**src/rtl/fa_accum_ctrl.sv**
```systemverilog
// Frame accumulator wrapped around an external combinational adder.
// Samples are summed frame by frame; the total, beat count and wrap flag go out on a valid/ready port.
module fa_accum_ctrl #(
  parameter int WIDTH = 16,
  parameter int CNT_W = 8
) (
  input  logic             clk,
  input  logic             rst_n,
  input  logic [WIDTH-1:0] in_data,
  input  logic             in_valid,
  input  logic             in_last,
  output logic             in_ready,
  output logic [WIDTH-1:0] add_a,
  output logic [WIDTH-1:0] add_b,
  input  logic [WIDTH-1:0] add_sum,
  output logic [WIDTH-1:0] res_data,
  output logic [CNT_W-1:0] res_count,
  output logic             res_ovf,
  output logic             res_valid,
  input  logic             res_ready
);

  typedef enum logic [1:0] {IDLE, ACC, DONE} state_t;

  state_t           state;
  logic [WIDTH-1:0] acc;
  logic [CNT_W-1:0] cnt;
  logic             ovf;

  logic             accept;
  logic             wrap;
  logic [CNT_W-1:0] cnt_nx;

  assign add_a  = acc;
  assign add_b  = in_data;
  assign accept = in_valid & in_ready;
  // a modulo sum smaller than the old accumulator means the adder carried out
  assign wrap   = (add_sum < acc);
  assign cnt_nx = (cnt == {CNT_W{1'b1}}) ? cnt : cnt + 1'b1;

  always_ff @(posedge clk or negedge rst_n) begin
    if (!rst_n) begin
      state     <= IDLE;
      acc       <= '0;
      cnt       <= '0;
      ovf       <= 1'b0;
      in_ready  <= 1'b1;
      res_valid <= 1'b0;
      res_data  <= '0;
      res_count <= '0;
      res_ovf   <= 1'b0;
    end else begin
      case (state)
        IDLE, ACC: begin
          if (accept) begin
            acc <= add_sum;
            cnt <= cnt_nx;
            ovf <= ovf | wrap;
            if (in_last) begin
              res_data  <= add_sum;
              res_count <= cnt_nx;
              res_ovf   <= ovf | wrap;
              res_valid <= 1'b1;
              in_ready  <= 1'b0;
              state     <= DONE;
            end else begin
              state <= ACC;
            end
          end
        end
        DONE: begin
          if (res_ready) begin
            acc       <= '0;
            cnt       <= '0;
            ovf       <= 1'b0;
            res_valid <= 1'b0;
            in_ready  <= 1'b1;
            state     <= IDLE;
          end
        end
        default: begin
          state    <= IDLE;
          in_ready <= 1'b1;
        end
      endcase
    end
  end

endmodule

```
**config.mk**
```make
export PLATFORM = sky130hd
export DESIGN_NAME = fa_accum_ctrl
export DESIGN_NICKNAME = d
export VERILOG_FILES = /design/src/rtl/fa_accum_ctrl.sv
export SDC_FILE = /design/constraint.sdc
export NUM_CORES = 1
export LEC_CHECK = 0
export BUFFER_PORTS_ARGS = -buffer_cell sky130_fd_sc_hd__buf_2
export CORE_UTILIZATION = 50
export CTS_CLUSTER_DIAMETER = 120
export DETAILED_ROUTE_END_ITERATION = 10
export HOLD_SLACK_MARGIN = 0.02
export PLACE_DENSITY = 0.8
export SETUP_SLACK_MARGIN = 0.15
export SYNTH_ARGS = -nofsm -noshare
export SYNTH_HDL_FRONTEND = slang
export SYNTH_SLANG_ARGS = --single-unit
```
**constraint.sdc**
```tcl
create_clock -name clk -period 3.8 [get_ports clk]
set_input_delay 0.19 -clock clk [delete_from_list [all_inputs] [get_ports clk]]
set_output_delay 0.19 -clock clk [all_outputs]
set_load 0.02 [all_outputs]
```
==> load_flow_metrics.sql <==
INSERT INTO impl_metrics (metric_group, metric, value, unit) VALUES
('run_status', 'run_status', 'complete, no violations', ''),
('global_route', 'maximum_number_of_pins_on_one_net_before_global_route_repair', '55', ''),
('clock_tree', 'cts_max_path_buffers', '2', ''),
('clock_tree', 'clock_tree.htree_level_count', '2', ''),
('timing', 'grt_setup_unrepaired', 'no', ''),
('worst_setup_path', 'crit_end', 'res_data[3]', ''),
('die', 'core_area', '5170', 'um^2'),
('worst_setup_path', 'regToRegEndpoint', 'res_data[3]', ''),
('route', 'postRouteWirelength', '5.33', 'mm'),
('yosys', 'ys_ff_latch', '54', ''),
('yosys', 'synth_warn', '0', ''),
('yosys', 'synthesis.area_per_instance', '10.9', 'um^2'),
('min_path', 'hold_path.class', 'primary input to flip-flop', ''),
('worst_setup_path', 'worstPathMaxFanout', '35', ''),
('timing', 'timing.clock.skew', '0.00426', 'ns'),
('route', 'drc', '0', ''),
('route', 'drt.antenna.violating_nets', '0', ''),
('yosys', 'yosysMostFrequentCell', 'sky130_fd_sc_hd__dfrtp_1', ''),
('die', 'initial_util', '52.5', '%'),
('yosys', 'synth-async-reset-ratio', '100', '%'),
('flow_run', 'count_of_max_cap_constraint_violations', '0', ''),
('global_route', 'antenna_violations_before_repair', '0', ''),
('global_route', 'first_global_vias', '1906', ''),
('global_route', 'grt_first_pass_wirelength', '8.65', 'mm'),
('placement', 'pre_cts_slack', '1.47', 'ns'),
('worst_setup_path', 'crit_path_cell_trace', 'nand2_1 > nor2_4 > nand2_2 > mux2_1', ''),
('timing', 'layout_min_cycle_time', '2.32', 'ns'),
('timing', 'report.final.hold_viol_count', '0', ''),
('clock_tree', 'postCtsResizedCells', '0', ''),
('timing', 'timing_max_transition_violations_final', '0', ''),
('final_layout', 'area.growth.synth_to_final', '13.3', '%'),
('final_layout', 'drive_gt1_share', '28.5', '%'),
('worst_setup_path', 'cpMaxStageDelayCell', 'sky130_fd_sc_hd__dfstp_2', ''),
('clock_tree', 'total_cts_buffers', '5', ''),
('placement', 'dpl.hpwl', '3.85', 'mm'),
('yosys', 'area_contributors_post_synth', 'sky130_fd_sc_hd__dfrtp_1 49%, sky130_fd_sc_hd__ha_1 7.4%, sky130_fd_sc_hd__a22o_1 5.5%', ''),
('timing', 'final_worst_path_cycle_share', '61.1', '%'),
('route', 'avgViaCountPerCell', '5.39', ''),
('die', 'dieHeight', '75.7', 'um'),
('yosys', 'synthesis.area', '2720', 'um^2'),
('global_route', 'gr-usage-all-layers', '20.6', '%'),
('timing', 'max_freq', '431', 'MHz'),
('route', 'detailedRoute.firstIterationViolations', '68', ''),
('die', 'die-width', '75.7', 'um'),
('yosys', 'post_synth_most_frequent_cells', '53 x sky130_fd_sc_hd__dfrtp_1, 22 x sky130_fd_sc_hd__nand2_1, 17 x sky130_fd_sc_hd__a22o_1, 17 x sky130_fd_sc_hd__buf_4, 17 x sky130_fd_sc_hd__inv_1', ''),
('placement', 'final_weighted_congestion_in_routability_driven_placement', '0.776', ''),
('timing', 'timing.setup.tns', '0', 'ns'),
('final_layout', 'finish.net_count', '350', ''),
('worst_setup_path', 'cp_slowest_stage_delay', '0.58', 'ns'),
('worst_setup_path', 'startpoint_type', 'flip-flop', ''),
('yosys', 'synth_largest_type_area_fraction', '48.8', '%'),
('die', 'placement_rows', '26', ''),
('worst_setup_path', 'regToRegSetupSlack', '1.48', 'ns'),
('yosys', 'ys.flop_type', 'sky130_fd_sc_hd__dfrtp_1', ''),
('die', 'floorplan.io_pins', '96', ''),
('clock_tree', 'clk-insertion-delay-late', '0.31', 'ns'),
('final_layout', 'antenna-diode-count', '0', ''),
('route', 'drt_first_pass_iters', '4', ''),
('timing', 'finalWorstSetupSlack', '1.48', 'ns'),
('yosys', 'syn-num-nets', '302', ''),
('yosys', 'synth_largest_area_cell', 'sky130_fd_sc_hd__dfrtp_1', ''),
('clock_tree', 'clk_pin_slew_worst_paths', '0.09', 'ns'),
('worst_setup_path', 'reg2regPathDepth', '4', ''),
('yosys', 'netlist_cell_types', '44', ''),
('placement', 'port_buffers', '63', ''),
('global_route', 'grt_overflow', '0', ''),
('timing', 'slew_at_the_pin_with_the_worst_max_slew_slack', '0.680', 'ns'),
('yosys', 'ys_seq_area_share', '49.8', '%'),
('worst_setup_path', 'timing.critical_path.arrival', '2.52', 'ns'),
('worst_setup_path', 'crit_path_start', 'in_ready', ''),
('worst_setup_path', 'endpoint_kind', 'flip-flop', '');
[metrics by stage]
| step | cell area (um^2) | instances | utilization, % | total power [mW] | hold slack (ns) |
|---|---|---|---|---|---|
| 6_report | 3080 | 368 | 59.5 | 0.979 | 0.119 |
| 4_1_cts | 3080 | 368 | 59.5 | 0.989 | 0.106 |
| 3_3_place_gp | 2960 | 359 | 57.3 | 0.633 | 0.350 |
| 2_1_floorplan | 2720 | 249 | - | 0.626 | -0.106 |
| 5_1_grt | 3080 | 368 | 59.5 | 1.02 | 0.112 |
| 3_5_place_dp | 2960 | 359 | 57.3 | 0.635 | 0.362 |
[power breakdown]
group	switching (mW)	total, mW	internal (mW)	leakage, nW
clock	0.189	0.356	0.167	0.0544
sequential	0	0.574	0.574	0.746
combinational	0.0298	0.0490	0.0192	0.794
total	0.218	0.979	0.761	1.59
[placed cells by master, fill, tap and decap left out, types with 3 or more instances in the layout]
cell type / instances
sky130_fd_sc_hd__buf_2: 63
sky130_fd_sc_hd__dfrtp_1: 53
sky130_fd_sc_hd__nand2_1: 22
sky130_fd_sc_hd__inv_1: 17
sky130_fd_sc_hd__a22o_1: 17
sky130_fd_sc_hd__ha_1: 16
sky130_fd_sc_hd__mux2_1: 11
sky130_fd_sc_hd__nor2_1: 10
sky130_fd_sc_hd__a21oi_1: 10
sky130_fd_sc_hd__o21ai_0: 8
sky130_fd_sc_hd__o21ai_1: 7
sky130_fd_sc_hd__clkbuf_8: 7
sky130_fd_sc_hd__mux2_2: 6
sky130_fd_sc_hd__a21o_1: 4
sky130_fd_sc_hd__nor3_1: 4
sky130_fd_sc_hd__nand3_1: 3
sky130_fd_sc_hd__nand4_1: 3
sky130_fd_sc_hd__nand3b_1: 3
[timing repair]
item	4_1_cts	5_1_grt
setup buffers	0	0
hold buffers	1	0
hold endpoints to repair	25	0
[registers in the layout (all words and copies together) (netlist names)]
signal     count
res_valid      1
in_ready       1
cnt            8
res_count      8
add_a         16
ovf            1
res_data      16
res_ovf        1
state          2
[final cells by class]
cell class,count,area (um^2)
multi-input combinational,153,1130
sequential,54,1350
fill,425,2100
inverter,17,63.8
timing repair buffer,66,340
clock buffer,7,96.3
tap,70,87.6
clock inverter,1,8.76
[worst max-delay path: cells and delay by family, from the launching register on]
kind / cells / cell delay, ns
AND/OR/NAND/NOR: 3 / 1.14
flip-flops: 1 / 0.58
multiplexers: 1 / 0.48
[metal layers]
metal	global-route usage, %	up-vias	wire, um
li1	-	962	-
met1	24.5	959	2330
met2	35.7	54	2630
met3	4.50	8	250
met4	9.26	0	117
met5	0	-	0
[worst min-delay path by stage]
stage | from | endpoint | slack [ns] | cells after the start
2_1_floorplan | rst_n | add_a[0] | -0.11 | 0
3_3_place_gp | rst_n | add_a[13] | 0.35 | 2
3_5_place_dp | rst_n | res_data[13] | 0.36 | 2
4_1_cts | add_sum[0] | res_data[0] | 0.11 | 2
5_1_grt | in_valid | state[0] | 0.11 | 2
6_report | in_valid | state[0] | 0.12 | 2
[cell families after synthesis]
kind of cell | share of synthesized area [%]
simple gates | 11.2
compound gates | 14.5
flops | 49.8
buf+inv | 8.66
mux | 7.42
fa+ha+maj | 7.37
xor+xnor | 0.968
Power figures use the tool's default switching activity.
